### src/rtl/serial_add_sub_pkg.sv
// Shared definitions for the serial adder/subtractor: FSM state encoding
// and the slice-counter width helper.
`ifndef SERIAL_ADD_SUB_PKG_SV
`define SERIAL_ADD_SUB_PKG_SV

package serial_add_sub_pkg;

    typedef enum logic [1:0] {
        IDLE = 2'd0,
        RUN  = 2'd1,
        DONE = 2'd2
    } stateT;

    // Bits needed to count NUM_SIZE/SLICE_SIZE slices, never less than one
    function automatic int counterWidth(input int numSize, input int sliceSize);
        int width;
        width = $clog2(numSize / sliceSize);
        return (width < 1) ? 1 : width;
    endfunction

endpackage

`endif

### src/rtl/serial_add_sub_slice_adder.sv
// One SLICE_SIZE-bit ripple slice: sum, carry out, and the carry that
// enters the slice MSB (needed for signed overflow on the top slice).
module slice_adder #(
    parameter int SLICE_SIZE = 8
) (
    input  logic [SLICE_SIZE-1:0] a,
    input  logic [SLICE_SIZE-1:0] b,
    input  logic                  cIn,
    output logic [SLICE_SIZE-1:0] sum,
    output logic                  cOut,
    output logic                  cMsbIn
);

    logic [SLICE_SIZE:0] fullSum;

    // Widened add; carry into the MSB is recovered from the MSB sum bit
    always_comb begin
        fullSum = {1'b0, a} + {1'b0, b} + {{SLICE_SIZE{1'b0}}, cIn};
        sum     = fullSum[SLICE_SIZE-1:0];
        cOut    = fullSum[SLICE_SIZE];
        cMsbIn  = fullSum[SLICE_SIZE-1] ^ a[SLICE_SIZE-1] ^ b[SLICE_SIZE-1];
    end

endmodule

### src/rtl/serial_add_sub.sv
// Slice-serial add/subtract with a valid/ready handshake on both sides.
// Subtraction is dIn0 + ~dIn1 + 1, with the +1 seeded into the carry.
module serial_add_sub
    import serial_add_sub_pkg::*;
#(
    parameter int NUM_SIZE   = 32,
    parameter int SLICE_SIZE = 8
) (
    input  logic                clk,
    input  logic                rst,
    input  logic                inValid,
    output logic                inReady,
    input  logic                add,
    input  logic [NUM_SIZE-1:0] dIn0,
    input  logic [NUM_SIZE-1:0] dIn1,
    output logic                outValid,
    input  logic                outReady,
    output logic [NUM_SIZE-1:0] dOut,
    output logic                carryOut,
    output logic                overflow,
    output logic                zero,
    output logic                negative
);

    localparam int NUM_SLICES = NUM_SIZE / SLICE_SIZE;
    localparam int CNT_W      = counterWidth(NUM_SIZE, SLICE_SIZE);
    localparam logic [CNT_W-1:0] LAST_SLICE = CNT_W'(NUM_SLICES - 1);

    stateT                 state;
    stateT                 nextState;
    logic [NUM_SIZE-1:0]   opA;
    logic [NUM_SIZE-1:0]   opB;
    logic                  addMode;
    logic                  carry;
    logic [CNT_W-1:0]      sliceCnt;
    logic [31:0]           bitBase;
    logic [SLICE_SIZE-1:0] sliceA;
    logic [SLICE_SIZE-1:0] sliceB;
    logic [SLICE_SIZE-1:0] sliceSum;
    logic                  sliceCOut;
    logic                  sliceCMsbIn;
    logic                  accept;
    logic                  lastSlice;

    // Select the current slice; the subtrahend is inverted here, ahead of the adder
    always_comb begin
        bitBase   = 32'(sliceCnt) * 32'(SLICE_SIZE);
        sliceA    = opA[bitBase +: SLICE_SIZE];
        sliceB    = addMode ? opB[bitBase +: SLICE_SIZE] : ~opB[bitBase +: SLICE_SIZE];
        lastSlice = (sliceCnt == LAST_SLICE);
        accept    = (state == IDLE) && inValid;
    end

    slice_adder #(.SLICE_SIZE(SLICE_SIZE)) uSliceAdder (
        .a      (sliceA),
        .b      (sliceB),
        .cIn    (carry),
        .sum    (sliceSum),
        .cOut   (sliceCOut),
        .cMsbIn (sliceCMsbIn)
    );

    // State register
    always_ff @(posedge clk) begin
        if (rst) state <= IDLE;
        else     state <= nextState;
    end

    // Next-state logic and handshake outputs
    always_comb begin
        nextState = state;
        inReady   = 1'b0;
        outValid  = 1'b0;
        unique case (state)
            IDLE: begin
                inReady = 1'b1;
                if (inValid) nextState = RUN;
            end
            RUN: begin
                if (lastSlice) nextState = DONE;
            end
            DONE: begin
                outValid = 1'b1;
                if (outReady) nextState = IDLE;
            end
            default: nextState = IDLE;
        endcase
    end

    // Operand capture, one slice per RUN cycle, flags latched on the top slice
    always_ff @(posedge clk) begin
        if (rst) begin
            opA      <= '0;
            opB      <= '0;
            addMode  <= 1'b0;
            carry    <= 1'b0;
            sliceCnt <= '0;
            dOut     <= '0;
            carryOut <= 1'b0;
            overflow <= 1'b0;
        end else if (accept) begin
            opA      <= dIn0;
            opB      <= dIn1;
            addMode  <= add;
            carry    <= ~add;
            sliceCnt <= '0;
        end else if (state == RUN) begin
            dOut[bitBase +: SLICE_SIZE] <= sliceSum;
            carry    <= sliceCOut;
            sliceCnt <= sliceCnt + 1'b1;
            if (lastSlice) begin
                carryOut <= sliceCOut;
                overflow <= sliceCMsbIn ^ sliceCOut;
            end
        end
    end

    // Result-derived flags follow the held result directly
    always_comb begin
        zero     = (dOut == '0);
        negative = dOut[NUM_SIZE-1];
    end

endmodule

### config.mk
export PLATFORM = sky130hd
export DESIGN_NAME = serial_add_sub
export DESIGN_NICKNAME = d
export VERILOG_FILES = /design/src/rtl/serial_add_sub_pkg.sv /design/src/rtl/serial_add_sub_slice_adder.sv /design/src/rtl/serial_add_sub.sv
export SDC_FILE = /design/constraint.sdc
export NUM_CORES = 1
export LEC_CHECK = 0
export ABC_CLOCK_PERIOD_IN_PS = 4500
export CAP_MARGIN = 40
export CORE_AREA = 2 2 101 103
export DETAILED_ROUTE_END_ITERATION = 16
export DIE_AREA = 0 0 103 105
export GPL_TIMING_DRIVEN = 0
export PLACE_DENSITY = 0.85
export SETUP_SLACK_MARGIN = 0.05
export SYNTH_ARGS = -nofsm -noshare
export SYNTH_HDL_FRONTEND = slang
export SYNTH_HIERARCHICAL = 1
export SYNTH_SLANG_ARGS = --single-unit
### constraint.sdc
create_clock -name clk -period 4.5 [get_ports clk]
set_input_delay 0.45 -clock clk [delete_from_list [all_inputs] [get_ports clk]]
set_output_delay 0.45 -clock clk [all_outputs]
set_load 0.05 [all_outputs]
[After elaboration in Yosys (flattened, before gate mapping)]
Cells that the tools add are included.
Storage, ports and cells
  bits of input ports: 69
  output and inout port bits: 38
  register bits after elaboration: 104
  word-level logic and storage cells: 47
Cells by class
  add/sub/neg operators: 4
  bitwise logic cells: 6
  mux-type cells: 10
  equal/unequal tests: 6
  reduce and logical (&&, ||, !) cells: 8
  shift operators: 4
Operators with widths (count)
  variable part select 32 x 6 -> 8 bit: 2
  negator 5 -> 34 bit: 1
  variable shift 8 x 34 -> 32 bit (first input constant): 1
  variable part select 8 x 34 -> 32 bit: 1
  bitwise mux 32 bit: 1
  logical NOT 32 bit: 1
  adder 8 x 8 -> 9 bit: 1
  adder 9 x 1 -> 9 bit: 1
  2-to-1 mux 8 bit: 1
  inverter 8 bit: 1
  2-to-1 mux 2 bit: 3
  inequality test 2 bit (second input constant): 3
  one-hot mux 2 bit (3 select lines): 1
  AND reduction 3 bit: 2
  equality test 2 bit (second input constant): 2
  2-to-1 mux 1 bit: 4
  XOR 1 bit: 3
  adder 2 x 1 -> 2 bit (second input constant): 1
  equality test 2 x 1 -> 1 bit (second input constant): 1
  logical NOT 2 bit: 1
  inverter 1 bit: 2
  AND reduction 2 bit: 1
  nonzero test 2 bit: 1
  OR reduction 2 bit: 1
  logical AND 1 bit: 1

[Longest topological paths before layout]
  word-level depth: 8
  depth in mapped cells: 11
  gate-level depth less buffers: 10

[Cells and area by module]
The synthesis kept the hierarchy.
By module, submodules not included
  serial_add_sub: cells an instance 474, sequential area each 2082.0 sq um, area an instance 4337.9 sq um, instances 1
  slice_adder: cells an instance 44, sequential area each 0.0 sq um, area an instance 376.6 sq um, instances 1

[Worst setup path before layout]
No wires, ideal clock.
  kind: register to register
  start point: register sliceCnt[0]
  end point: register overflow
  setup time: 86 ps
  stages on the path, launching flop included: 12
  buffers on the path: 2
  path slack: 1136 ps
  arrival time: 3279 ps
  data required time: 4414 ps
  cell sequence: dfxtp_1 > buf_6 > buf_6 > mux4_2 > fa_1 > fa_1 > a21o_2 > a21oi_1 > o21ai_0 > a31o_2 > xnor2_1 > a211oi_1
On the way
  elaborated cells between the ends (all ways): 11
  classes of those cells: 2 x add/sub; 1 x eq/ne; 2 x shift; 1 x mux; 4 x bitwise; 1 x reduce/logical
RTL lines
  start, declared: RTL line serial_add_sub.sv:35  | logic [CNT_W-1:0] sliceCnt;
  start signal, assigned: RTL line serial_add_sub.sv:110  | sliceCnt <= sliceCnt + 1'b1;
  variable part select 32 x 6 -> 8 bit: RTL line serial_add_sub.sv:48  | sliceA = opA[bitBase +: SLICE_SIZE];
  net sliceA[0]: RTL line serial_add_sub.sv:37  | logic [SLICE_SIZE-1:0] sliceA;
  adder 8 x 8 -> 9 bit: RTL line serial_add_sub_slice_adder.sv:18  | fullSum = {1'b0, a} + {1'b0, b} + {{SLICE_SIZE{1'b0}}, cIn};
  adder 9 x 1 -> 9 bit: RTL line serial_add_sub_slice_adder.sv:18
  net sliceCOut: RTL line serial_add_sub.sv:40  | logic sliceCOut;
  XOR 1 bit: RTL line serial_add_sub.sv:113  | overflow <= sliceCMsbIn ^ sliceCOut;
  end signal, assigned: RTL line serial_add_sub.sv:113
  end, declared: RTL line serial_add_sub.sv:20  | output logic overflow,
The timed path passes the listed nets, and every way through them passes these cells.
A chain may end at the register's enable or synchronous reset.

[Worst setup path in the final report]
  start point: register sliceCnt[1]
  end point: register overflow
Same word-level chain as after synthesis.

==> impl_results.md <==
- Status: complete, no violations
- Die X: just over 100 um
- CP endpoint kind: flip-flop
- Nets: approximately 700
- Worst-path maximum fanout: 10
- R2r setup slk: between 0.5 and 0.6 ns
- Vias: roughly 4300
- CP required: 4.78 ns
- Top cells by area, synth: dfxtp_1 44%, nand2_1 12%, a21oi_1 9.0%
- Seq cells post-synth: 104
- Initial antenna violation count: 0
- GRT Util Overall: about a quarter
- Switching power total: approximately 0.00069 W
- Clk slew on worst S/H paths: about 0.10 ns
- Syn Nets: between 600 and 700
- Die area: ~11000 um2
- Post-synthesis sequential area ratio: around 44%
- R2r endpoint: overflow
- WP data arrival: 4.20 ns
- Fmax: 255 MHz
- Cell area after synthesis: ~4700 um2
- Routed wire length: ~12000 um
- Unrepaired setup endpoints after global routing: no
- Max-cap violations: 0
- Area share of the largest cell type after synthesis: 44.2%
- Fraction of layout cells with a size suffix above 1: 10.3%
- Worst Setup Start Kind: flip-flop
- Worst vdd ir: ~0.22 mV
- CTS buffer count: 9
- Critical Path Sink: overflow
- TritonCTS clock tree: built
- Switching share of power: about a third
- Ports: 107
- Fin worst setup slack: around 0.58 ns
- Syn Area/Cell: a little over 9 um2
- Starting Density: slightly below 50%
- Maximum clock insertion buffer count: 2
- Setup violators final: 0
- Slew HR: roughly 61%
- Clock share of power: about 28%
- Clk root buf: clkbuf_8
- Antenna Cells: 0
- Largest net degree at the start of global routing: 20
- Vias in the first global route: 4086
- Yosys cell types: 47
- Synth top cells by count: 145 x nand2_1, 104 x dfxtp_1, 85 x a21oi_1, 20 x a22o_1, 16 x mux4_2
- Setup Crit Path Kind: flip-flop to flip-flop
- Post-cts sizing count: 0
- Start of the worst register-to-register path: sliceCnt[1]
- RePlAce Congestion: 0.846
- Total gr overflow: 0
- Drt pass-1 iters: 5
- Area growth syn-to-layout: 30.2%
- Number of routed nets with antenna violations: 0
- Die height: ~110 um
- Global-route wire length before repair: roughly 20000 um
- PortBufs: 105
- P_int: 0.00147 W
- FP Rows: 36
- Clock sink total: 104
- Leading area contributor after synthesis: dfxtp_1
- Mapped Cells: around 520
- Post-DP HPWL: approximately 9500 um
- Flop pwr share: 46.1%
- DRC Markers: 0
- Syn. warnings: 6
- Power Density: between 300 and 400 nW/um2
- Slew Viols, Final: 0
- Crit share post-route: between 80 and 90%
- Clock latency on the worst-skew pair: between 0.3 and 0.4 ns
- Final hold vios: 0
- Avg WL per Cell: 16.1 um
- Minimum clock period: roughly 3.9 ns
- First DRT Iteration DRCs: between 200 and 250
- Dpl ws: just under 0.7 ns
- Most used DFF post-synth: dfxtp_1
- Asr flop ratio synth: 0%
- Worst Tran Pin Value: around 0.58 ns
- Register-to-Register Path Depth: 11
- Worst Setup SP: sliceCnt[1]
- Setup Buffers After CTS: 0
- EDFF count, synth: 0
- Final instance area: 6140 um2
- Core Footprint: roughly 9600 um2
- Hold crit path type: flip-flop to flip-flop
- CTS H-tree lvls: 3
- Cell with the most instances after synthesis: nand2_1
- Leak pwr: about 2.3 nW
- Combinational share of power: between 20 and 30%
- DP Area: around 6000 um2
- Setup TNS Final: 0 ns
- Via-to-Cell Ratio: 5.54
- Clock Skew: 0.0127 ns
- Hold buffers post-CTS: 0
## metal layers
layer	track usage (%)	part of all wire, %
met1	29.1	41
met2	40.5	50
met3	4.82	6.8
met4	7.71	1.7
met5	0	0
## worst min-delay path by stage
stage,start,end,slack (ns),cells past startpoint
after global placement,opB[2],opB[2],0.44,2
after CTS,opA[22],opA[22],0.46,2
final,opA[22],opA[22],0.46,2
after floorplan,opA[16],opA[16],0.43,2
after global routing,opA[16],opA[16],0.48,2
after detailed placement,opA[22],opA[22],0.44,2
## state kept, by name, summed over array words and instances, names as in the netlist
| signal | flops |
|---|---|
| carryOut | 1 |
| opB | 32 |
| opA | 32 |
| state | 2 |
| sliceCnt | 2 |
| carry | 1 |
| addMode | 1 |
| dOut | 32 |
| overflow | 1 |
## cells by family (layout without fill, tap and decap cells)
| family | after synthesis | count (layout) | synth area share, % |
|---|---|---|---|
| flip-flops | 104 | 104 | 44.2 |
| AO/OA/AOI/OAI | 123 | 123 | 15.8 |
| XOR/XNOR | 16 | 16 | 3.26 |
| adder cells (fa/ha/maj) | 14 | 14 | 4.03 |
| multiplexers | 17 | 17 | 7.86 |
| buffers and inverters | 44 | 165 | 5.49 |
| AND/OR/NAND/NOR | 200 | 200 | 19.4 |
## power by group through the flow
| stage | registers [W] | logic [W] | clock network (W) |
|---|---|---|---|
| floorplan | 0.00104 | 0.000333 | 0 |
| global placement | 0.00101 | 0.000533 | 0 |
| CTS | 0.000995 | 0.000549 | 0.000608 |
| finish | 0.000996 | 0.000555 | 0.000608 |
| global route | 0.00100 | 0.000597 | 0.000653 |
| detailed placement | 0.00102 | 0.000547 | 0 |
## placed cells by master, fill, tap and decap left out, types with 3 or more instances in the layout
master	n
clkdlybuf4s50_1	105
a22o_1	20
a21oi_1	85
nand4_1	4
xnor2_1	13
nand2_1	145
nor3_1	5
clkbuf_1	14
and3b_1	3
nand2b_1	3
nor4_1	8
mux4_2	16
buf_2	12
ha_1	12
o21ai_0	5
nand3_1	10
clkbuf_8	9
dfxtp_1	104
nand3b_1	4
nor2_1	5
inv_1	5
nor2b_1	3
buf_4	3
inv_6	3
buf_6	9
## worst max-delay path, cell delays in order, from the launching register on
cell      delay [ns]
dfxtp_1         0.39
clkbuf_1        0.46
buf_2           0.37
mux4_2          0.38
fa_1            0.51
fa_1            0.44
a21o_2          0.24
a21oi_1         0.29
o21ai_0         0.13
a31o_2          0.29
xnor2_1         0.13
a211oi_1        0.21
## metrics by stage
step,cells,hold WS (ns),total power [W],utilization [%]
after floorplan,518,0.433,0.00137,-
after global placement,756,0.441,0.00155,61.5
after detailed placement,756,0.443,0.00156,61.5
after CTS,772,0.457,0.00215,63.7
after global routing,772,0.477,0.00225,63.7
final,772,0.459,0.00216,63.7
## cell type report
class	instances	area (um2)
fillers	779	3500
multi-input cells	370	2370
flip-flops and latches	104	2080
repair buffers	105	1050
plain buffers	39	240
well taps	133	166
clock buffers	9	124
clock inverters	7	83.8
inverters	5	18.8
Power figures use the tool's default switching activity.
